File: src/rtl/sync_pipe_pkg.sv
// Shared definitions for the synchronous register pipeline: flow-control modes and occupancy sizing.
package sync_pipe_pkg;

  localparam int unsigned PIPE_LOCKSTEP = 0;
  localparam int unsigned PIPE_ELASTIC  = 1;

  // Bits needed to count 0..depth valid stages.
  function automatic int unsigned occ_width(input int unsigned depth);
    return $clog2(depth + 1);
  endfunction

endpackage

File: src/rtl/pipe_stage.sv
// One valid+data register pair with synchronous reset, flush and load enable.
module pipe_stage
  import sync_pipe_pkg::*;
#(
  parameter int unsigned         WIDTH     = 8,
  parameter logic [WIDTH-1:0]    RESET_VAL = '0
) (
  input  logic             clk,
  input  logic             reset,
  input  logic             flush,
  input  logic             load,
  input  logic             src_valid,
  input  logic [WIDTH-1:0] src_data,
  output logic             valid,
  output logic [WIDTH-1:0] data
);

  logic             valid_q, valid_d;
  logic [WIDTH-1:0] data_q, data_d;

  // Data only captures real words so bubbles never toggle the register.
  always_comb begin
    valid_d = valid_q;
    data_d  = data_q;
    if (flush) begin
      valid_d = 1'b0;
    end else if (load) begin
      valid_d = src_valid;
      if (src_valid) begin
        data_d = src_data;
      end
    end
  end

  always_ff @(posedge clk) begin
    if (reset) begin
      valid_q <= 1'b0;
      data_q  <= RESET_VAL;
    end else begin
      valid_q <= valid_d;
      data_q  <= data_d;
    end
  end

  assign valid = valid_q;
  assign data  = data_q;

endmodule

File: src/rtl/sync_reg_pipeline.sv
// DEPTH-stage retiming pipeline with valid/ready flow control, flush and occupancy count.
module sync_reg_pipeline
  import sync_pipe_pkg::*;
#(
  parameter int unsigned      WIDTH     = 8,
  parameter int unsigned      DEPTH     = 4,
  parameter logic [WIDTH-1:0] RESET_VAL = '0,
  parameter int unsigned      ELASTIC   = PIPE_ELASTIC,
  localparam int unsigned     OCC_W     = occ_width(DEPTH)
) (
  input  logic             clk,
  input  logic             reset,
  input  logic             flush,
  input  logic             in_valid,
  output logic             in_ready,
  input  logic [WIDTH-1:0] in_data,
  output logic             out_valid,
  input  logic             out_ready,
  output logic [WIDTH-1:0] out_data,
  output logic [OCC_W-1:0] occupancy
);

  logic [DEPTH-1:0] stg_valid;
  logic [WIDTH-1:0] stg_data [DEPTH];
  logic [DEPTH-1:0] rdy;
  logic             in_xfer;
  logic             out_xfer;
  logic [OCC_W-1:0] occ_q, occ_d;

  if (DEPTH == 0) begin : g_bad_depth
    $error("sync_reg_pipeline: DEPTH must be at least 1");
  end

  // Ready ripples from the output back to the input; a stage is free if empty or its successor moves.
  always_comb begin
    rdy = '0;
    if (ELASTIC == PIPE_LOCKSTEP) begin
      rdy = {DEPTH{out_ready}};
    end else begin
      rdy[DEPTH-1] = !stg_valid[DEPTH-1] | out_ready;
      for (int unsigned i = 1; i < DEPTH; i++) begin
        rdy[DEPTH-1-i] = !stg_valid[DEPTH-1-i] | rdy[DEPTH-i];
      end
    end
  end

  for (genvar g = 0; g < DEPTH; g++) begin : g_stage
    logic             src_v;
    logic [WIDTH-1:0] src_d;

    if (g == 0) begin : g_head
      assign src_v = in_valid;
      assign src_d = in_data;
    end else begin : g_link
      assign src_v = stg_valid[g-1];
      assign src_d = stg_data[g-1];
    end

    pipe_stage #(
      .WIDTH     (WIDTH),
      .RESET_VAL (RESET_VAL)
    ) u_stage (
      .clk       (clk),
      .reset     (reset),
      .flush     (flush),
      .load      (rdy[g]),
      .src_valid (src_v),
      .src_data  (src_d),
      .valid     (stg_valid[g]),
      .data      (stg_data[g])
    );
  end

  assign in_ready  = rdy[0] & !flush;
  assign out_valid = stg_valid[DEPTH-1];
  assign out_data  = stg_data[DEPTH-1];
  assign in_xfer   = in_valid & in_ready;
  assign out_xfer  = out_valid & out_ready;

  // Counter tracks the number of valid stages; flush empties every stage at once.
  always_comb begin
    occ_d = occ_q;
    if (flush) begin
      occ_d = '0;
    end else begin
      occ_d = occ_q + OCC_W'(in_xfer) - OCC_W'(out_xfer);
    end
  end

  always_ff @(posedge clk) begin
    if (reset) begin
      occ_q <= '0;
    end else begin
      occ_q <= occ_d;
    end
  end

  assign occupancy = occ_q;

endmodule

File: config.mk
export PLATFORM = sky130hd
export DESIGN_NAME = sync_reg_pipeline
export DESIGN_NICKNAME = d
export VERILOG_FILES = /design/src/rtl/sync_pipe_pkg.sv /design/src/rtl/pipe_stage.sv /design/src/rtl/sync_reg_pipeline.sv
export SDC_FILE = /design/constraint.sdc
export NUM_CORES = 1
export LEC_CHECK = 0
export CORE_ASPECT_RATIO = 1.75
export CORE_MARGIN = 4
export CORE_UTILIZATION = 42
export CTS_CLUSTER_DIAMETER = 100
export DETAILED_ROUTE_END_ITERATION = 10
export PLACE_DENSITY = 0.69
export SYNTH_ARGS = -nofsm -noshare
export SYNTH_HDL_FRONTEND = slang
export SYNTH_SLANG_ARGS = --single-unit
File: constraint.sdc
create_clock -name clk -period 2.8 [get_ports clk]
set_input_delay 0.28 -clock clk [delete_from_list [all_inputs] [get_ports clk]]
set_output_delay 0.28 -clock clk [all_outputs]
set_load 0.02 [all_outputs]
Word level (Yosys, flattened, before mapping):

Index checks and enable logic that the tools add are counted.

* $add $sub $neg: 2
* bitwise gates (word level): 8
* reductions and logical operators: 10

Operator list (number)
* AND reduction 3 bit: 4
* logical NOT 1 bit: 5
* OR 1 bit: 4
* adder 3 x 1 -> 3 bit: 1
* bitwise AND 1 bit: 3
* subtractor 3 x 1 -> 3 bit: 1
* OR reduction 2 bit: 1
* inverter 1 bit: 1

* register bits: 39
* logic and storage cells: 29

Logic depth before layout (Yosys ltp):

* word-level depth: 9
* mapped depth: 12
* mapped depth without buffers: 10

Modules after synthesis:

From an unflattened synthesis, not the netlist that was laid out.

* cells, all modules: 173
* area, all modules: 1805.5 um^2

By module, submodules not included
* pipe_stage: instances 4, sequential area each 180.2 um^2, cells an instance 38, area each 399.1 um^2
* sync_reg_pipeline: instances 1, sequential area each 60.1 um^2, cells an instance 21, area each 209.0 um^2

Least setup slack after synthesis:

No wires, ideal clock.

* kind: reg-to-reg
* start point: register g_stage[3].u_stage.valid_q
* end point: register occ_q[2] (netlist: occupancy[2])
* cell stages (with the launch flop): 12
* clock period less this slack: 2182 ps
* setup slack: 618 ps
* path buffers: 1
* arrival time: 2064 ps
* path through: dfxtp_1 and4b_1 a21oi_2 buf_6 inv_2 ha_1 inv_1 ha_1 inv_1 fa_1 xnor2_1 nor3_1

* cells in the longest elaborated chain, start to end: 9
* elaborated cells between the ends (all ways): 10
* classes of those cells: add/sub (2); bitwise (7); reduce/logical (1)

RTL lines
* start, declared: RTL line pipe_stage.sv:18 `logic valid_q, valid_d;`
* start signal, assigned: RTL line pipe_stage.sv:40 `valid_q <= valid_d;`
* logical NOT 1 bit: RTL line sync_reg_pipeline.sv:40 `rdy[DEPTH-1] = !stg_valid[DEPTH-1] | out_ready;`
* OR 1 bit: RTL line sync_reg_pipeline.sv:40
* OR 1 bit (3 in series): RTL line sync_reg_pipeline.sv:42 `rdy[DEPTH-1-i] = !stg_valid[DEPTH-1-i] | rdy[DEPTH-i];`
* bitwise AND 1 bit: RTL line sync_reg_pipeline.sv:74 `assign in_ready = rdy[0] & !flush;`
* bitwise AND 1 bit: RTL line sync_reg_pipeline.sv:77 `assign in_xfer = in_valid & in_ready;`
* adder 3 x 1 -> 3 bit: RTL line sync_reg_pipeline.sv:86 `occ_d = occ_q + OCC_W'(in_xfer) - OCC_W'(out_xfer);`
* subtractor 3 x 1 -> 3 bit *: RTL line sync_reg_pipeline.sv:86
* end signal, assigned: RTL line sync_reg_pipeline.sv:92 `occ_q <= '0;`
* end signal, assigned: RTL line sync_reg_pipeline.sv:94 `occ_q <= occ_d;`
* end, declared: RTL line sync_reg_pipeline.sv:28 `logic [OCC_W-1:0] occ_q, occ_d;`

Every way passes the cells marked *; elsewhere a longest branch is shown, timed or not.
A chain may end at the register's enable or synchronous reset.

Final worst setup path:

* start point: input out_ready
* end point: output in_ready

* cells in the longest elaborated chain, start to end: 5

RTL lines
* start, declared: RTL line sync_reg_pipeline.sv:18 `input logic out_ready,`
* OR 1 bit: RTL line sync_reg_pipeline.sv:40
* OR 1 bit (3 in series): RTL line sync_reg_pipeline.sv:42
* bitwise AND 1 bit: RTL line sync_reg_pipeline.sv:74
* end, declared: RTL line sync_reg_pipeline.sv:15 `output logic in_ready,`

No other way between the ends.

==> impl_metrics.py <==
metrics = {
    "clock_network": {
        "clockRootBuffer": "clkbuf_8",
        "postCtsResizedCells": 0,
        "clockBufferDepth": 2,
        "post_cts_buffers": 0,
        "ctsHoldBuffers": 0,
        "cts_buffers": 5,
        "cts_tree": "yes",
        "htree_num_levels": 2,
        "clock_latency_ps": 290,
        "path_clk_slew_ps": 70,
        "clock-sinks": 39,
    },
    "sta": {
        "skew_ps": 5.12,
        "timing_max_transition_violations_final": 0,
        "slew_headroom_pct": 57.8,
        "post-route-period-util_pct": 83.2,
        "min_period_ps": 2330,
        "holdWs_ps": 462,
        "max_freq_ghz": 0.429,
        "setup-tns-final_ps": 0,
        "worst_slew_pin_slew_ps": 632,
        "hold_viol": 0,
        "setup_viol": 0,
        "rsz0062_at_grt": "false",
    },
    "floorplan": {
        "die_y_microns": 90.4,
        "die-area_sq_mm": 0.00497,
        "initial_core_util_pct": 44.0,
        "core_sq_mm": 0.00370,
        "rows": 29,
        "die_x_microns": 55.1,
        "io-pin-count": 26,
    },
    "outcome": {
        "status": "finished clean",
    },
    "synth": {
        "synthTopCellsByArea": "dfxtp_1 48%, nand2b_1 8.1%, a21oi_1 8.0%",
        "ys_seq_area_share_pct": 48.0,
        "ys_seq_elements": 39,
        "syn_nets": 198,
        "synthesis.area_sq_mm": 0.00163,
        "synthFlopType": "dfxtp_1",
        "synth-adder-area-share_pct": 2.77,
        "postSynth.asyncResetShare_pct": 0,
        "synth-edff-count": 0,
        "avgSynthCellArea_sq_um": 8.94,
        "synthMuxAreaShare_pct": 4.92,
        "yosysTopAreaCell": "dfxtp_1",
        "synthSimpleGateAreaFrac_pct": 21.1,
        "synth_compound_area_share_pct": 17.3,
        "synth_commonest_cells": "39 x dfxtp_1, 26 x a21oi_1, 24 x nand3_1, 24 x o21ai_1, 21 x nand2b_1",
        "synth_top_area_share_pct": 48.0,
        "synthXorXnorAreaFrac_pct": 1.08,
        "yosysUniqueCellTypes": 27,
        "synth_top_family_by_area": "simple AND/OR/NAND/NOR gates",
        "synth_most_common_cell": "dfxtp_1",
        "ys.warnings.count": 0,
        "synthCells": 182,
    },
    "placed_design": {
        "hpwl_microns": 2410,
        "postPlaceCellArea_sq_mm": 0.00190,
        "finalWeightedCongestion": 0.735,
        "place.port_buffers": 25,
    },
    "critical_path": {
        "cp_max_fo": 11,
        "criticalPathCategory": "primary input to output port",
        "cp-start-kind": "primary input",
        "cp.arrival_ps": 2050,
        "cp-end-kind": "output port",
        "critical_path_required_ps": 2520,
    },
    "global_routing": {
        "grt_pass1_wl_microns": 5490,
        "grt_max_degree": 25,
        "use_met2_pct": 25.5,
        "grt_pass1_vias": 1330,
        "grt_antenna_before_repair": 0,
        "grt_overflow": 0,
        "busiest_layer": "met2",
        "use_met1_pct": 14.8,
        "grt_usage_pct": 14.5,
        "grt.met3_usage_pct": 4.46,
    },
    "detailed_routing": {
        "drt_iter0_drc": 14,
        "via_per_inst": 5.11,
        "detail-route-antenna-nets": 0,
        "drtPass1Iterations": 4,
        "wl_microns": 3150,
        "wl_per_cell_microns": 12.6,
        "vias": 1277,
        "drc_errors": 0,
    },
    "pwr": {
        "total_power_uw": 1010,
        "peakVddDrop_mv": 0.423,
        "p_per_area_mw_per_mm2": 508,
        "power_leakage_uw": 0.000679,
    },
    "layout": {
        "design_area_sq_mm": 0.00198,
        "area_growth_pct": 21.9,
        "drive_gt1_share_pct": 6.37,
        "fillers": 361,
        "antenna_cells": 0,
        "finalNetCount": 220,
    },
    "flow_run": {
        "maxCapViolations": 0,
    },
    "min_path": {
        "hold_path_class": "flip-flop to flip-flop",
    },
}
-- power by group --
| part | total [uW] | switching [uW] | internal, uW | leakage, uW |
|---|---|---|---|---|
| Sequential | 568 | 5.47 | 563 | 0.000315 |
| Clock | 376 | 183 | 193 | 0.0000470 |
| Combinational | 64.3 | 29.2 | 35.1 | 0.000316 |
-- sequential cells by signal, summed over array words and instances, names as in the netlist --
| signal | flops |
|---|---|
| g_stage.u_stage.valid | 4 |
| occupancy | 3 |
| g_stage.u_stage.data | 32 |
-- worst max-delay path: stages --
cell and delay, ps:
clkdlybuf4s50_1 570, and4b_1 250, buf_4 180, a21oi_1 150, clkdlybuf4s50_1 620
-- per-layer routing --
metal  routed length [microns]  vias to the layer above
met4                        66                        0
li1                          -                      673
met2                      1720                       19
met3                       133                        6
met1                      1220                      579
met5                         0                        -
-- worst paths after layout --
| path | start | endpoint | slack [ps] | depth (start not counted) |
|---|---|---|---|---|
| setup reg to reg | g_stage[3].u_stage.valid$_SDFFE_PP0P_ | occupancy[2]$_SDFF_PP0_ | 640 | 10 |
| setup / recovery | out_ready | in_ready | 470 | 5 |
| hold reg to reg | g_stage[1].u_stage.data[2]$_SDFFE_PP0P_ | g_stage[2].u_stage.data[2]$_SDFFE_PP0P_ | 460 | 2 |
| hold / removal | g_stage[1].u_stage.data[2]$_SDFFE_PP0P_ | g_stage[2].u_stage.data[2]$_SDFFE_PP0P_ | 460 | 2 |
-- cell families (layout without fill, tap and decap cells) --
family | count (synthesis) | in the layout
AND/OR/NAND/NOR | 59 | 59
AO/OA/AOI/OAI | 54 | 54
flip-flops | 39 | 39
buffers and inverters | 17 | 39
multiplexers | 8 | 8
adder cells (fa/ha/maj) | 3 | 3
XOR/XNOR | 2 | 2
-- cell usage in the layout (no fill, tap or decap), types with 4 or more instances in the layout --
cell type        Yosys  final
clkbuf_8             0      6
dfxtp_1             39     39
nand2b_1            21     21
clkdlybuf4s50_1      0     25
a21oi_1             26     26
nor2b_1              4      4
nand3_1             24     24
mux2i_1              8      8
buf_4                1      4
o21ai_1             24     24
-- cell type report --
class | instances | area, sq um | share of cell area, %
Sequential cell | 39 | 781 | 39.3
Multi-Input combinational cell | 126 | 767 | 38.7
Timing Repair Buffer | 29 | 280 | 14.1
Clock buffer | 6 | 82.6 | 4.16
Tap cell | 46 | 57.6 | 2.90
Inverter | 3 | 11.3 | 0.567
Clock inverter | 1 | 5.00 | 0.252
-- metrics by stage --
step	instances	setup WS (ps)	util, %
after floorplan	182	618	-
after global placement	243	309	51.3
final	250	470	53.6
after detailed placement	243	163	51.3
after CTS	250	468	53.6
after global routing	250	339	53.6
(Power assumes the default switching activity.)
